**config.mk**
```make
export PLATFORM = sky130hd
export DESIGN_NAME = pipelined_cla_addsub
export DESIGN_NICKNAME = d
export VERILOG_FILES = /design/src/rtl/calc_pkg.sv /design/src/rtl/cla_group.sv /design/src/rtl/pipelined_cla_addsub.sv
export SDC_FILE = /design/constraint.sdc
export NUM_CORES = 1
export LEC_CHECK = 0
export CORE_UTILIZATION = 60
export CTS_BUF_LIST = sky130_fd_sc_hd__clkbuf_8
export CTS_CLUSTER_DIAMETER = 50
export DETAILED_ROUTE_END_ITERATION = 8
export PLACE_DENSITY = 0.85
export SKIP_CTS_REPAIR_TIMING = 1
export SYNTH_ARGS = -nofsm -noshare
export SYNTH_HDL_FRONTEND = slang
export SYNTH_HIERARCHICAL = 1
export SYNTH_SLANG_ARGS = --single-unit
```
**constraint.sdc**
```tcl
create_clock -name clk -period 4.1 [get_ports clk]
set_input_delay 0.41 -clock clk [delete_from_list [all_inputs] [get_ports clk]]
set_output_delay 0.41 -clock clk [all_outputs]
set_load 0.05 [all_outputs]
```
**src/rtl/calc_pkg.sv**
```systemverilog
// calc_pkg: operation encodings shared by the adder/subtractor datapath
package calc_pkg;
    localparam logic OP_ADD = 1'b0;
    localparam logic OP_SUB = 1'b1;
endpackage

```
**src/rtl/cla_group.sv**
```systemverilog
// cla_group: G-bit carry-lookahead slice with flattened carries
module cla_group #(
    parameter int G = 4
) (
    input  logic [G-1:0] a,
    input  logic [G-1:0] b,
    input  logic         c_in,
    output logic [G-1:0] s,
    output logic         c_out,
    output logic         c_msb_in
);
    logic [G-1:0] g;
    logic [G-1:0] p;
    logic [G:0]   c;
    assign g = a & b;
    assign p = a ^ b;
    // every carry is a two-level sum of products over g, p and c_in
    always_comb begin : carries
        logic acc;
        logic pp;
        c = '0;
        for (int i = 0; i <= G; i++) begin
            acc = 1'b0;
            pp  = 1'b1;
            for (int j = i - 1; j >= 0; j--) begin
                acc = acc | (g[j] & pp);
                pp  = pp & p[j];
            end
            c[i] = acc | (c_in & pp);
        end
    end
    assign s        = p ^ c[G-1:0];
    assign c_out    = c[G];
    assign c_msb_in = c[G-1];
endmodule

```
**src/rtl/pipelined_cla_addsub.sv**
```systemverilog
// pipelined_cla_addsub: skewed K-stage carry-lookahead adder/subtractor with valid/ready flow
module pipelined_cla_addsub
    import calc_pkg::*;
#(
    parameter int N = 16,
    parameter int G = 4
) (
    input  logic         clk,
    input  logic         rst_n,
    input  logic         in_valid,
    output logic         in_ready,
    input  logic [N-1:0] A,
    input  logic [N-1:0] B,
    input  logic         cin,
    input  logic         op,
    output logic         out_valid,
    input  logic         out_ready,
    output logic [N-1:0] Sum,
    output logic         cout,
    output logic         ovf,
    output logic         zero
);
    localparam int K = N / G;
    logic stall;
    assign stall    = out_valid & ~out_ready;
    assign in_ready = ~stall;
    genvar k;
    for (k = 0; k <= K; k++) begin : stg
        logic         v_q, v_d;
        logic         c_q, c_d;
        logic         m_q, m_d;
        logic [N-1:0] a_q, a_d;
        logic [N-1:0] b_q, b_d;
        logic [N-1:0] s_q, s_d;
        logic         unused_bits;
        assign unused_bits = ^{a_q, b_q, m_q};
        if (k == 0) begin : g_in
            // capture the beat with B already conditioned for subtraction
            always_comb begin
                v_d = in_valid;
                a_d = A;
                b_d = (op == OP_SUB) ? ~B : B;
                c_d = (op == OP_SUB) ? 1'b1 : cin;
                s_d = '0;
                m_d = 1'b0;
            end
        end else begin : g_grp
            logic [G-1:0] gs;
            logic         gc;
            logic         gm;
            cla_group #(.G(G)) u_grp (
                .a        (stg[k-1].a_q[(k-1)*G +: G]),
                .b        (stg[k-1].b_q[(k-1)*G +: G]),
                .c_in     (stg[k-1].c_q),
                .s        (gs),
                .c_out    (gc),
                .c_msb_in (gm)
            );
            // resolve group k-1 and forward the rest of the beat alongside it
            always_comb begin
                v_d = stg[k-1].v_q;
                a_d = stg[k-1].a_q;
                b_d = stg[k-1].b_q;
                s_d = stg[k-1].s_q;
                s_d[(k-1)*G +: G] = gs;
                c_d = gc;
                m_d = gm;
            end
        end
        // stage register: cleared by reset, frozen while the output is stalled
        always_ff @(posedge clk) begin
            if (!rst_n) begin
                v_q <= 1'b0;
                c_q <= 1'b0;
                m_q <= 1'b0;
                a_q <= '0;
                b_q <= '0;
                s_q <= '0;
            end else if (!stall) begin
                v_q <= v_d;
                c_q <= c_d;
                m_q <= m_d;
                a_q <= a_d;
                b_q <= b_d;
                s_q <= s_d;
            end
        end
    end
    assign out_valid = stg[K].v_q;
    assign Sum       = stg[K].s_q;
    assign cout      = stg[K].c_q;
    assign ovf       = stg[K].c_q ^ stg[K].m_q;
    assign zero      = ~|stg[K].s_q;
endmodule

```
==> flow_metrics.env, run 1 <==
export IMPL_status="completed"
export IMPL_first_iter_violations=216
export IMPL_cts_num_sinks=131
export IMPL_pin_count=59
export IMPL_whs_path_depth=2
export IMPL_ys_warn_count=6
export IMPL_regToRegStartpoint="out_valid$_SDFFE_PN0N_"
export IMPL_layout_commonest_cell="nand2_1"
export IMPL_p_comb_share_pct=8.6
export IMPL_dpl_cell_count=767
export IMPL_maxCapViolCount=0
export IMPL_p_sw_uw=625
export IMPL_avgSynthCellArea_um2=8.75
export IMPL_ys_ff_latch=131
export IMPL_ys_top_cells_by_area="dfxtp_1 47%, nand2_1 15%, a21boi_1 14%"
export IMPL_p_leak_uw=0.00259
export IMPL_internal_power_uw=2200
export IMPL_power_frac_seq_pct=48.4
export IMPL_fmax_mhz=367
export IMPL_final_cell_mix="226 x nand2_1, 131 x dfxtp_1, 103 x a21boi_1, 57 x clkdlybuf4s50_1, 20 x o21ai_0"
export IMPL_cts_max_level=4
export IMPL_finalSetupViolCount=0
export IMPL_syn_inst=643
export IMPL_r2r_end="stg[3].b_q[15]$_SDFFE_PN0N_"
export IMPL_slew_violations=0
export IMPL_num_rows=34
export IMPL_grt_pass1_wl_mm=17.5
export IMPL_core_mm2=0.00889
export IMPL_grt_usage_pct=22.5
export IMPL_path_class="input pin to output pin"
export IMPL_vias_per_cell=5.29
export IMPL_multi_input_area_mm2=0.00264
export IMPL_clk_path_buf_depth=2
export IMPL_rsz0062_at_grt="false"
export IMPL_crit_chain="clkdlybuf4s50_1 > nor2b_4 > inv_4 > clkdlybuf4s50_1"
export IMPL_tightest_slew_ns=1.10
export IMPL_routabilityCongestion=0.785
export IMPL_setup_tns_ns=0
export IMPL_min_path_type="flop to flop"
export IMPL_drive_gt1_share_pct=6.37
export IMPL_dr_total_vias=4225
export IMPL_synth_cell_types=27
export IMPL_grt_max_degree=116
export IMPL_die_w_um=98.8
export IMPL_drc=0
export IMPL_synth_area_mm2=0.00562
export IMPL_cp_end_kind="output pin"
export IMPL_powerDensity_mw_per_mm2=435
export IMPL_hpwl_mm=6.31
export IMPL_root_buffer="clkbuf_8"
export IMPL_required_ns=3.69
export IMPL_rr_worst_depth=5
export IMPL_syn2layout_area_growth_pct=15.6
export IMPL_ant_nets=0
export IMPL_cp_num_buf_inv=3
export IMPL_critPathMostFrequentCell="clkdlybuf4s50_1"
export IMPL_hold_end="stg[0].a_q[9]$_SDFFE_PN0N_"
export IMPL_final_cells=799
export IMPL_synth_edf_count=0
export IMPL_start_util_pct=63.3
export IMPL_relSlewSlack_pct=26.7
export IMPL_cp_slowest_stage_delay_ns=0.91
export IMPL_dieArea_mm2=0.00976
export IMPL_cts_tree="yes"
export IMPL_synth_top_area_share_pct=46.6
export IMPL_critPathLaunchType="input pin"
export IMPL_port_buffer_count=58
export IMPL_nFillCells=634
export IMPL_p_clk_share_pct=42.9
export IMPL_wl_per_cell_um=12.9
export IMPL_peakVddDrop_v=0.000242
export IMPL_antenna_found_initial=0
export IMPL_clock_skew_ns=0.00862
export IMPL_period_share_pct=66.5
export IMPL_path_clk_slew_ns=0.07
export IMPL_first_global_vias=4024
export IMPL_switching_share_pct=22.1
export IMPL_cts_buffers=17
export IMPL_finalNetCount=736
export IMPL_grt_overflow=0
export IMPL_wirelength_mm=10.3
export IMPL_rrSetupSlack_ns=2.04
export IMPL_critPathSlowestCell="clkdlybuf4s50_1"
export IMPL_clkLatencyLatePin_ns=0.42
export IMPL_crit_fanout=67
export IMPL_cpLargestDelayFamily="buffers and inverters"
export IMPL_synth_net_count=701
export IMPL_area_sequential_mm2=0.00262
export IMPL_hold_start="stg[0].a_q[9]$_SDFFE_PN0N_"
export IMPL_hold_viol_final=0
export IMPL_synthArstFlopShare_pct=0
export IMPL_yosysSeqAreaShare_pct=46.6
export IMPL_min_period_ns=2.73
export IMPL_synth_top_cell_by_area="dfxtp_1"
export IMPL_worstPathArrival_ns=2.32
export IMPL_insertedDiodeCount=0
export IMPL_drt_pass1_iter_count=5
export IMPL_synthFlopType="dfxtp_1"
export IMPL_dieHeight_um=98.8
-- layer usage --
layer / track usage, % / wire length (µm)
met1: 27.0 / 4700
met2: 38.4 / 5080
met3: 5.39 / 357
met4: 9.64 / 148
met5: 0 / 0
-- cell families after synthesis --
logic type      synth area share, %
compound gates                 20.6
flops                          46.6
simple gates                   16.8
fa+ha+maj                      4.98
buf+inv                        6.38
xor+xnor                       4.52
-- tightest hold or removal path, stage by stage, from the launching register on --
cell and delay, ns:
dfxtp_1 0.31, nand2_1 0.05, a21boi_1 0.05
-- layout make-up --
type                    count  area share [%]
clock buffers              19            4.02
clock inverters            13            2.93
inverters                  13           0.789
multi-input cells         454            40.6
flip-flops and latches    131            40.3
well taps                 108            2.08
repair buffers             61            9.20
-- flip-flops by register name, summed over array words and instances (netlist names) --
name and count:
stg.c_q 4, stg.m_q 1, stg.a_q 40, cout 1, out_valid 1, stg.v_q 4
Sum 16, stg.s_q 24, stg.b_q 40
-- worst max-delay path by stage --
stage                           start        to  slack, ns  cells past startpoint
floorplan           cout$_SDFFE_PN0N_       ovf       2.24                      1
global placement            out_ready  in_ready       1.36                      4
detailed placement          out_ready  in_ready       1.37                      4
CTS                         out_ready  in_ready       1.37                      4
global route                out_ready  in_ready       1.27                      4
finish                      out_ready  in_ready       1.37                      4
-- per-stage QoR --
stage / utilization (%) / instance area, µm² / total power, µW / hold WS, ns / setup slack, ns
after floorplan: - / 5620 / 1560 / 0.431 / 2.24
after global placement: 68.0 / 6050 / 1630 / 0.436 / 1.36
after detailed placement: 68.0 / 6050 / 1640 / 0.442 / 1.37
after CTS: 73.1 / 6500 / 2850 / 0.452 / 1.37
after global routing: 73.1 / 6500 / 2940 / 0.468 / 1.27
final: 73.1 / 6500 / 2830 / 0.451 / 1.37
-- synthesized netlist by cell type (4+ instances only) --
master,instances
nor2_1,9
nor4_1,4
ha_1,16
a21boi_1,103
o21ai_0,20
fa_1,4
dfxtp_1,131
o21bai_2,4
a21o_1,4
inv_1,12
a211oi_2,4
xor2_1,10
xnor2_1,19
buf_6,16
a21boi_0,10
clkbuf_1,18
buf_2,9
a21oi_1,16
nand2_1,226
-- power by group through the flow --
stage / sequential (µW) / clock, µW / combinational [µW]
after floorplan: 1400 / 0 / 157
after global routing: 1380 / 1290 / 271
after detailed placement: 1400 / 0 / 241
after global placement: 1400 / 0 / 235
after CTS: 1370 / 1230 / 246
final: 1370 / 1220 / 245
(Power assumes the default switching activity.)
==> inputs of run 2 (changes only) <==
--- a/config.mk
+++ b/config.mk
@@ -5,11 +5,11 @@
 export SDC_FILE = /design/constraint.sdc
 export NUM_CORES = 1
 export LEC_CHECK = 0
-export CORE_UTILIZATION = 60
+export CORE_UTILIZATION = 59
 export CTS_BUF_LIST = sky130_fd_sc_hd__clkbuf_8
 export CTS_CLUSTER_DIAMETER = 50
 export DETAILED_ROUTE_END_ITERATION = 8
-export PLACE_DENSITY = 0.85
+export PLACE_DENSITY = 0.84
 export SKIP_CTS_REPAIR_TIMING = 1
 export SYNTH_ARGS = -nofsm -noshare
 export SYNTH_HDL_FRONTEND = slang
==> constraint.sdc (replaced) <==
create_clock -name clk -period 2.9 [get_ports clk]
set_input_delay 0.29 -clock clk [delete_from_list [all_inputs] [get_ports clk]]
set_output_delay 0.29 -clock clk [all_outputs]
set_load 0.05 [all_outputs]
==> run 2 against run 1 <==
Effect of this change:
- worst hold slack lost 0.19 ns
- global-route usage is essentially flat
- total power grew 34%
- sequential share of layout area shrank 0.25 points
- critical path type is now flop to output pin
- critical endpoint is now zero
- largest cell class unchanged
==> flow_metrics.env, run 2 (same netlist as run 1, synthesis figures left out) <==
export IMPL_cts_tree="yes"
export IMPL_pin_count=59
export IMPL_path_class="flop to output pin"
export IMPL_cpLargestDelayFamily="buffers and inverters"
export IMPL_clk_path_buf_depth=2
export IMPL_status="completed"
export IMPL_finalNetCount=739
export IMPL_critPathLaunchType="flop"
export IMPL_min_period_ns=2.35
export IMPL_min_path_type="input pin to flop"
export IMPL_powerDensity_mw_per_mm2=582
export IMPL_grt_max_degree=116
export IMPL_first_global_vias=3993
export IMPL_dpl_cell_count=791
export IMPL_cp_num_buf_inv=1
export IMPL_wirelength_mm=10.3
export IMPL_relSlewSlack_pct=26.3
export IMPL_setup_tns_ns=0
export IMPL_period_share_pct=81.1
export IMPL_dieArea_mm2=0.00993
export IMPL_final_cells=823
export IMPL_routabilityCongestion=0.744
export IMPL_final_cell_mix="226 x nand2_1, 131 x dfxtp_1, 103 x a21boi_1, 56 x clkdlybuf4s50_1, 20 x o21ai_0"
export IMPL_ant_nets=0
export IMPL_crit_chain="nor4_1 > and4_1 > clkdlybuf4s50_1"
export IMPL_cp_end_kind="output pin"
export IMPL_cts_num_sinks=131
export IMPL_maxCapViolCount=0
export IMPL_port_buffer_count=58
export IMPL_clkLatencyLatePin_ns=0.42
export IMPL_peakVddDrop_v=0.000303
export IMPL_drive_gt1_share_pct=6.77
export IMPL_vias_per_cell=5.14
export IMPL_crit_fanout=3
export IMPL_rsz0062_at_grt="false"
export IMPL_tightest_slew_ns=1.11
export IMPL_grt_overflow=0
export IMPL_grt_usage_pct=22.5
export IMPL_utilization_pct=70.8
export IMPL_layout_commonest_cell="nand2_1"
export IMPL_drt_pass1_iter_count=4
export IMPL_grt_pass1_wl_mm=17.8
export IMPL_path_clk_slew_ns=0.07
export IMPL_antenna_found_initial=0
export IMPL_first_iter_violations=215
export IMPL_worstPathArrival_ns=2.06
export IMPL_clock_skew_ns=0.00900
export IMPL_fmax_mhz=425
export IMPL_finalSetupViolCount=0
export IMPL_slew_violations=0
export IMPL_dieHeight_um=99.6
export IMPL_reg_top3="stg.a_q (40), stg.b_q (40), stg.s_q (24)"
export IMPL_wl_per_cell_um=12.5
export IMPL_required_ns=2.61
export IMPL_num_rows=35
export IMPL_insertedDiodeCount=0
export IMPL_drc=0
export IMPL_hold_viol_final=0
export IMPL_hpwl_mm=6.52
export IMPL_start_util_pct=60.9
export IMPL_critPathSlowestCell="clkdlybuf4s50_1"
export IMPL_cp_slowest_stage_delay_ns=0.79
export IMPL_core_mm2=0.00924
export IMPL_root_buffer="clkbuf_8"
export IMPL_syn2layout_area_growth_pct=16.3
export IMPL_cts_buffers=17
export IMPL_die_w_um=99.6
export IMPL_cts_max_level=4
export IMPL_dr_total_vias=4234
export IMPL_p_leak_uw=0.00260
-- run 2: final cells by class --
class | count | area, µm²
Clock buffer | 18 | 248
Sequential cell | 131 | 2620
Timing Repair Buffer | 64 | 668
Tap cell | 129 | 161
Clock inverter | 14 | 148
Inverter | 13 | 51.3
Fill cell | 696 | 2700
Multi-Input combinational cell | 454 | 2640
-- run 2: through the flow --
step	setup WS [ns]	cell area (µm²)	hold WS [ns]	total power [µW]
after global placement	0.787	6150	0.438	2310
after global routing	0.379	6540	0.256	3970
after CTS	0.497	6540	0.244	3830
after floorplan	1.16	5620	0.429	2210
final	0.549	6540	0.262	3810
after detailed placement	0.714	6150	0.444	2320
-- run 2: worst paths after layout --
kind                               start                     endpoint  slack, ns  cells past startpoint
max                 Sum[11]$_SDFFE_PN0N_                         zero       0.55                      3
min reg2reg  stg[2].b_q[13]$_SDFFE_PN0N_  stg[2].b_q[13]$_SDFFE_PN0N_       0.45                      2
min                                rst_n       out_valid$_SDFFE_PN0N_       0.26                      2
max reg2reg       out_valid$_SDFFE_PN0N_  stg[3].a_q[14]$_SDFFE_PN0N_       1.08                      4
-- run 2: report_power, final --
| group | internal [µW] | switching (µW) |
|---|---|---|
| logic | 176 | 174 |
| clock network | 853 | 664 |
| registers | 1890 | 49.7 |
| total | 2920 | 888 |
-- run 2: layer usage --
metal / wire length (µm) / track usage (%) / vias up / part of all wire (%)
met5: 0 / 0 / - / 0
met1: 4570 / 27.0 / 1971 / 44
li1: - / - / 2166 / -
met3: 378 / 5.90 / 12 / 3.7
met4: 142 / 7.47 / 0 / 1.4
met2: 5180 / 39.2 / 85 / 50
-- run 2: worst reg2reg max path, stage by stage, from the launching register on --
cell      delay (ns)
dfxtp_1         0.33
nor2b_4         0.18
buf_4           0.82
nand2_1         0.26
a21boi_1        0.17
